--- src/rtl/sevenseg_pkg.sv ---
// -----------------------------------------------------------------------------
// sevenseg_pkg
//   Shared definitions for the seven-segment scanner:
//     - FONT        : 16-entry hex font, {a,b,c,d,e,f,g}, MSB = a, 1 = lit
//     - SEG_A..SEG_G: bit positions of each segment inside a font word
//     - idx_width() : digit index width, $clog2(digits) but never below 1
// -----------------------------------------------------------------------------
package sevenseg_pkg;

  localparam int SEG_W = 7;

  localparam int SEG_A = 6;
  localparam int SEG_B = 5;
  localparam int SEG_C = 4;
  localparam int SEG_D = 3;
  localparam int SEG_E = 2;
  localparam int SEG_F = 1;
  localparam int SEG_G = 0;

  localparam logic [SEG_W-1:0] FONT [16] = '{
    7'b1111110,  // 0
    7'b0110000,  // 1
    7'b1101101,  // 2
    7'b1111001,  // 3
    7'b0110011,  // 4
    7'b1011011,  // 5
    7'b1011111,  // 6
    7'b1110000,  // 7
    7'b1111111,  // 8
    7'b1111011,  // 9
    7'b1110111,  // A
    7'b0011111,  // b
    7'b1001110,  // C
    7'b0111101,  // d
    7'b1001111,  // E
    7'b1000111   // F
  };

  // A single-digit display still needs a 1-bit index register.
  function automatic int idx_width(input int digits);
    return (digits > 1) ? $clog2(digits) : 1;
  endfunction

endpackage

--- src/rtl/sevenseg_font.sv ---
// -----------------------------------------------------------------------------
// sevenseg_font
//   Purely combinational hex nibble -> seven-segment decoder.
//   Ports:
//     nibble  in  4  hex value 0..F
//     segs    out 7  {a,b,c,d,e,f,g}, MSB = a, 1 = lit
// -----------------------------------------------------------------------------
module sevenseg_font
  import sevenseg_pkg::*;
(
  input  logic [3:0]       nibble,
  output logic [SEG_W-1:0] segs
);

  assign segs = FONT[nibble];

endmodule

--- src/rtl/sevenseg_scan.sv ---
// -----------------------------------------------------------------------------
// sevenseg_scan
//   Time-multiplexed driver for a common-cathode N-digit seven-segment display
//   with per-digit decimal points and blanking, PWM brightness, a one-clock
//   dead time at every slot boundary and frame-coherent input snapshots.
//
//   Parameters:
//     DIGITS   number of digits, 1..8
//     PRE_W    slot counter width; each digit slot lasts 2^PRE_W clocks
//     BRIGHT_W brightness width; must not exceed PRE_W-1
//
//   Ports:
//     clk          system clock
//     rst_n        synchronous active-low reset
//     datain       hex nibbles, digit 0 = most significant nibble
//     dp_in        decimal point per digit (bit i = digit i)
//     blank        force digit i dark when bit i = 1
//     bright       PWM on-time level, all-ones = maximum, sampled live
//     grounds      active-low digit enables, digit i -> grounds[DIGITS-1-i]
//     display      segments {a..g}, 1 = lit
//     dp           decimal point segment, 1 = lit
//     frame_start  one-cycle pulse following each snapshot
//
//   Build option:
//     SEVENSEG_LZB_EN  leading-zero blanking of the snapshot (last digit is
//                      never blanked by it)
// -----------------------------------------------------------------------------
module sevenseg_scan
  import sevenseg_pkg::*;
#(
  parameter int DIGITS   = 4,
  parameter int PRE_W    = 16,
  parameter int BRIGHT_W = 4
) (
  input  logic                  clk,
  input  logic                  rst_n,
  input  logic [4*DIGITS-1:0]   datain,
  input  logic [DIGITS-1:0]     dp_in,
  input  logic [DIGITS-1:0]     blank,
  input  logic [BRIGHT_W-1:0]   bright,
  output logic [DIGITS-1:0]     grounds,
  output logic [SEG_W-1:0]      display,
  output logic                  dp,
  output logic                  frame_start
);

  localparam int IDX_W = idx_width(DIGITS);

  if (PRE_W < BRIGHT_W + 1) begin : g_bad_widths
    $error("sevenseg_scan: PRE_W must be at least BRIGHT_W+1");
  end

  // ---------------------------------------------------------------------------
  // Scan counters
  // ---------------------------------------------------------------------------
  logic [PRE_W-1:0] slot_cnt;
  logic [IDX_W-1:0] idx;
  logic             slot_wrap;
  logic             last_digit;
  logic             snapshot;

  assign slot_wrap  = &slot_cnt;
  assign last_digit = (idx == IDX_W'(DIGITS - 1));
  assign snapshot   = (slot_cnt == '0) && (idx == '0);

  // NOTE: sequential state is always updated with non-blocking assignments so
  // every register samples the pre-edge value of every other register.
  always_ff @(posedge clk) begin
    if (!rst_n) begin
      slot_cnt <= '0;
      idx      <= '0;
    end else begin
      slot_cnt <= slot_cnt + PRE_W'(1);
      if (slot_wrap) begin
        idx <= last_digit ? '0 : idx + IDX_W'(1);
      end
    end
  end

  // ---------------------------------------------------------------------------
  // Frame snapshot: inputs are only looked at once per frame so a digit never
  // changes while the frame that contains it is being scanned.
  // ---------------------------------------------------------------------------
  logic [3:0]        shad_nib [DIGITS];
  logic [DIGITS-1:0] shad_dp;
  logic [DIGITS-1:0] shad_blank;
  logic [DIGITS-1:0] dark;

`ifdef SEVENSEG_LZB_EN
  logic [DIGITS-1:0] lz_mask;
  logic [DIGITS-1:0] shad_mask;
  logic              lz_run;

  // Run of zero nibbles starting at digit 0; the last digit always shows so a
  // value of zero still reads "0".
  always_comb begin
    lz_mask = '0;
    lz_run  = 1'b1;
    for (int i = 0; i < DIGITS; i++) begin
      lz_run = lz_run & (datain[4*(DIGITS-1-i) +: 4] == 4'h0);
      if (i != DIGITS - 1) begin
        lz_mask[i] = lz_run;
      end
    end
  end

  always_ff @(posedge clk) begin
    if (!rst_n) begin
      shad_mask <= '0;
    end else if (snapshot) begin
      shad_mask <= lz_mask;
    end
  end

  assign dark = shad_blank | shad_mask;
`else
  assign dark = shad_blank;
`endif

  // NOTE: the shadow bank is a handful of flops, not a RAM, so it is reset
  // like any other register and the first frame after reset is well defined.
  always_ff @(posedge clk) begin
    if (!rst_n) begin
      for (int i = 0; i < DIGITS; i++) begin
        shad_nib[i] <= '0;
      end
      shad_dp    <= '0;
      shad_blank <= '0;
    end else if (snapshot) begin
      for (int i = 0; i < DIGITS; i++) begin
        shad_nib[i] <= datain[4*(DIGITS-1-i) +: 4];
      end
      shad_dp    <= dp_in;
      shad_blank <= blank;
    end
  end

  // ---------------------------------------------------------------------------
  // Current-digit selection and on-condition
  // ---------------------------------------------------------------------------
  logic [3:0]        cur_nib;
  logic              cur_dp;
  logic              cur_dark;
  logic [SEG_W-1:0]  cur_segs;
  logic              digit_on;
  logic [DIGITS-1:0] nxt_grounds;

  // NOTE: every variable assigned here gets a default first, so no path
  // through the loop can leave one unassigned and infer a latch.
  always_comb begin
    cur_nib  = '0;
    cur_dp   = 1'b0;
    cur_dark = 1'b1;
    for (int i = 0; i < DIGITS; i++) begin
      if (idx == IDX_W'(i)) begin
        cur_nib  = shad_nib[i];
        cur_dp   = shad_dp[i];
        cur_dark = dark[i];
      end
    end
  end

  sevenseg_font u_font (
    .nibble (cur_nib),
    .segs   (cur_segs)
  );

  // Slot count 0 is the dead cycle between digits; the top BRIGHT_W bits of
  // the slot count form the PWM ramp compared against the live brightness.
  assign digit_on = (slot_cnt != '0)
                 && (slot_cnt[PRE_W-1 -: BRIGHT_W] <= bright)
                 && !cur_dark;

  always_comb begin
    nxt_grounds = '1;
    for (int i = 0; i < DIGITS; i++) begin
      if (digit_on && (idx == IDX_W'(i))) begin
        nxt_grounds[DIGITS-1-i] = 1'b0;
      end
    end
  end

  // ---------------------------------------------------------------------------
  // Registered pins
  // ---------------------------------------------------------------------------
  always_ff @(posedge clk) begin
    if (!rst_n) begin
      grounds     <= '1;
      display     <= '0;
      dp          <= 1'b0;
      frame_start <= 1'b0;
    end else begin
      grounds     <= nxt_grounds;
      display     <= digit_on ? cur_segs : '0;
      dp          <= digit_on & cur_dp;
      frame_start <= snapshot;
    end
  end

endmodule

--- config.mk ---
export PLATFORM = sky130hd
export DESIGN_NAME = sevenseg_scan
export DESIGN_NICKNAME = d
export VERILOG_FILES = /design/src/rtl/sevenseg_pkg.sv /design/src/rtl/sevenseg_font.sv /design/src/rtl/sevenseg_scan.sv
export SDC_FILE = /design/constraint.sdc
export NUM_CORES = 1
export LEC_CHECK = 0
export ABC_AREA = 1
export BUFFER_PORTS_ARGS = -buffer_cell sky130_fd_sc_hd__buf_2
export CORE_MARGIN = 5
export CORE_UTILIZATION = 43
export DETAILED_ROUTE_END_ITERATION = 8
export PLACE_DENSITY = 0.7
export SLEW_MARGIN = 25
export SYNTH_ARGS = -nofsm -noshare
export SYNTH_HDL_FRONTEND = slang
export SYNTH_SLANG_ARGS = --single-unit
--- constraint.sdc ---
create_clock -name clk -period 3.5 [get_ports clk]
set_clock_uncertainty 0.05 [all_clocks]
set_input_delay 0.175 -clock clk [delete_from_list [all_inputs] [get_ports clk]]
set_output_delay 0.175 -clock clk [all_outputs]
set_load 0.01 [all_outputs]
==> summary.md <==
| Metric | Value |
|---|---|
| Clk slew on worst S/H paths | `90 ps` |
| CP Data Required Time | `3660 ps` |
| Final Hold Vio Count | `0` |
| Gate power share | `0.153` |
| Synth area leaders | `dfxtp_1 (27%), edfxtp_1 (17%), nand2_1 (11%)` |
| Mapped Cells | `373` |
| Syn-to-layout area delta | `15.53%` |
| First-pass GRT wire length | `10060 µm` |
| Power per cell area | `431.0 mW/mm²` |
| PortBufs | `42` |
| WL per Instance | `11.30 µm` |
| Clock Latency Late Sink | `310 ps` |
| Relative slew slack | `0.5490` |
| Full die area | `0.008487 mm²` |
| Final min period | `2158 ps` |
| Crit path DAT | `2320 ps` |
| Core area | `0.006681 mm²` |
| Register area share after synthesis | `0.4349` |
| DRC Markers | `0` |
| CTS resizes | `0` |
| Quantity of hold-fixing buffers added after cts | `6` |
| Post-Route Setup TNS | `0 ps` |
| Hold crit path type | `in2reg` |
| Root buf cell | `clkbuf_8` |
| CTS buffer count | `5` |
| Pin count of the biggest net entering global routing | `19` |
| Status | `finished, final reports clean` |
| Crit Path Class | `reg2reg` |
| Avg Inst Size Synth | `7.776 µm²` |
| Worst setup SP type | `flop` |
| Hpwl dp | `4410 µm` |
| Register share of total power | `0.505` |
| Count of cell types in the netlist | `28` |
| GRT overflow | `0` |
| Total I/O pin count | `43` |
| Most frequent cells in the layout | `nand2_1 (85), inv_1 (58), buf_2 (42)` |
| Die boundary width | `92.13 µm` |
| Synth Warn # | `0` |
| Commonest non-fill, non-tap cell in the layout | `nand2_1` |
| Fin area | `0.003351 mm²` |
| Actual slew at the worst max-slew pin | `674.9 ps` |
| Switching fraction of total power | `0.2498` |
| ANT nets after route | `0` |
| Initial antenna violation count | `0` |
| Die Ht | `92.13 µm` |
| Postcts setup bufs | `0` |
| CTS tree | `built` |
| Sink Count | `55` |
| Synth area leader | `dfxtp_1` |
| Crit. End Element | `flop` |
| Clk pwr share | `0.342` |
| Synthesized area | `0.002900 mm²` |
| Routed WL | `5675 µm` |
| Syn_nets | `420` |
| Layout fillers | `667` |
| Antenna Diode Count | `0` |
| Nets@finish | `468` |
| Max Cap Violations | `0` |
| RePlAce Congestion | `0.8707` |
| Slew Viols, Final | `0` |
| # rows | `30` |
| Switching power | `0.3607 mW` |
| Int Power | `1.083 mW` |
| WHS | `20.71 ps` |
| F_max | `463.3 MHz` |
| Max IR drop VDD | `0.0002310 V` |
| GRT Total Usage | `0.1453` |
| H-tree Lvls | `2` |
| Layout cells sized above 1 | `0.1848` |
| Area share of the largest cell type after synthesis | `0.2692` |
| Placed cell count | `488` |
| Number of global-route vias before repair | `2319` |
| Final Cycle Share | `0.6166` |
| Dpl cell area | `0.003154 mm²` |
| Leakage power | `1.612 nW` |
| RSZ-0062 raised after global routing | `false` |
| CTS Buffer Depth | `2` |
| Initial Util | `0.4341` |
| Worst-path fanout max | `8` |
| 1st-iter DRT viols | `78` |
| DR pass1 iterations | `4` |
| FF+latch count, synth | `55` |
| Finished Layout Cells | `502` |
| Number of setup violations in the final report | `0` |
| Via density | `4.775` |
| Vias | `2397` |
==> critical path, stage by stage, from the launching register on <==
cell,delay [ps]
dfxtp_1,350
inv_1,90
ha_1,320
inv_1,160
nand2_1,90
nand3_1,60
nand2_1,70
nand2_1,150
inv_1,160
ha_1,170
nand3b_1,130
nand2_1,80
a21oi_1,120
nor2_1,60
==> stage by stage <==
| stage | util | power [mW] | worst slack (ps) |
|---|---|---|---|
| after global routing | 0.5015 | 1.524 | 1072 |
| after detailed placement | 0.4721 | 0.9601 | 1374 |
| after CTS | 0.5015 | 1.463 | 1355 |
| final | 0.5015 | 1.444 | 1342 |
| after floorplan | - | 0.8966 | 1609 |
| after global placement | 0.4721 | 0.9549 | 1475 |
==> path summary, 6_finish.rpt <==
check,start,endpoint,slack (ps),cells past startpoint
worst min register to register,slot_cnt[0]$_SDFF_PN0_,slot_cnt[0]$_SDFF_PN0_,430,1
worst max-delay path,idx[1]$_SDFFE_PN0P_,display[0]$_SDFF_PN0_,1340,13
worst min-delay path,dp_in[2],shad_dp[2]$_SDFFE_PN0P_,20,3
worst max register to register,idx[1]$_SDFFE_PN0P_,display[0]$_SDFF_PN0_,1340,13
==> logic make-up (layout without fill, tap and decap cells) <==
group           Yosys count  count (layout)  synth area share
flops                    55              55            0.4349
simple gates            192             192            0.3201
fa+ha+maj                17              17           0.07334
xor+xnor                  1               1          0.003020
compound gates           37              37           0.06558
buf+inv                  71             120            0.1031
==> state kept, by name, indices dropped and copies added, names as in the netlist <==
| signal | cells |
|---|---|
| dark | 4 |
| display | 7 |
| dp | 1 |
| frame_start | 1 |
| grounds | 4 |
| idx | 2 |
| shad_dp | 4 |
| shad_nib | 16 |
| slot_cnt | 16 |
==> layout make-up <==
type	count	area, µm²	area share
clock buffer	6	76.32	0.02278
timing repair buffer	48	270.3	0.08066
sequential	55	1261	0.3764
multi-input combinational	247	1340	0.3999
tap	80	100.1	0.02987
clock inverter	2	60.06	0.01792
inverter	64	242.7	0.07244
==> power by group through the flow <==
stage	Sequential (mW)	Clock, mW	Combinational [mW]
floorplan	0.744	0	0.153
global placement	0.743	0	0.212
detailed placement	0.744	0	0.216
CTS	0.729	0.511	0.222
global route	0.735	0.536	0.253
finish	0.729	0.494	0.221
==> synth_stat cells <==
cell / number
a21oi_1: 24
nand2_2: 2
a22oi_1: 1
nand3_1: 34
nand2_1: 85
xor2_1: 1
buf_12: 1
nand3_4: 1
buf_4: 3
o21ai_0: 11
clkbuf_1: 1
buf_2: 2
nand4_1: 4
edfxtp_1: 16
nand3b_1: 2
nor4_1: 1
nor2_8: 1
inv_4: 1
nor2_4: 11
nor3b_1: 1
ha_1: 17
dfxtp_1: 39
nor2_1: 38
inv_1: 58
nor3_1: 5
nor2_2: 7
o21bai_1: 1
inv_2: 5
==> routing by layer <==
metal	share of wire	wire length, µm	global-route usage	vias up
li1	-	-	-	1269
met1	0.47	2650	0.1866	1060
met2	0.46	2600	0.2336	62
met3	0.062	351	0.04266	6
met4	0.013	73	0.04827	0
met5	0	0	0	-
No activity file was read; power rests on OpenSTA's default activity.
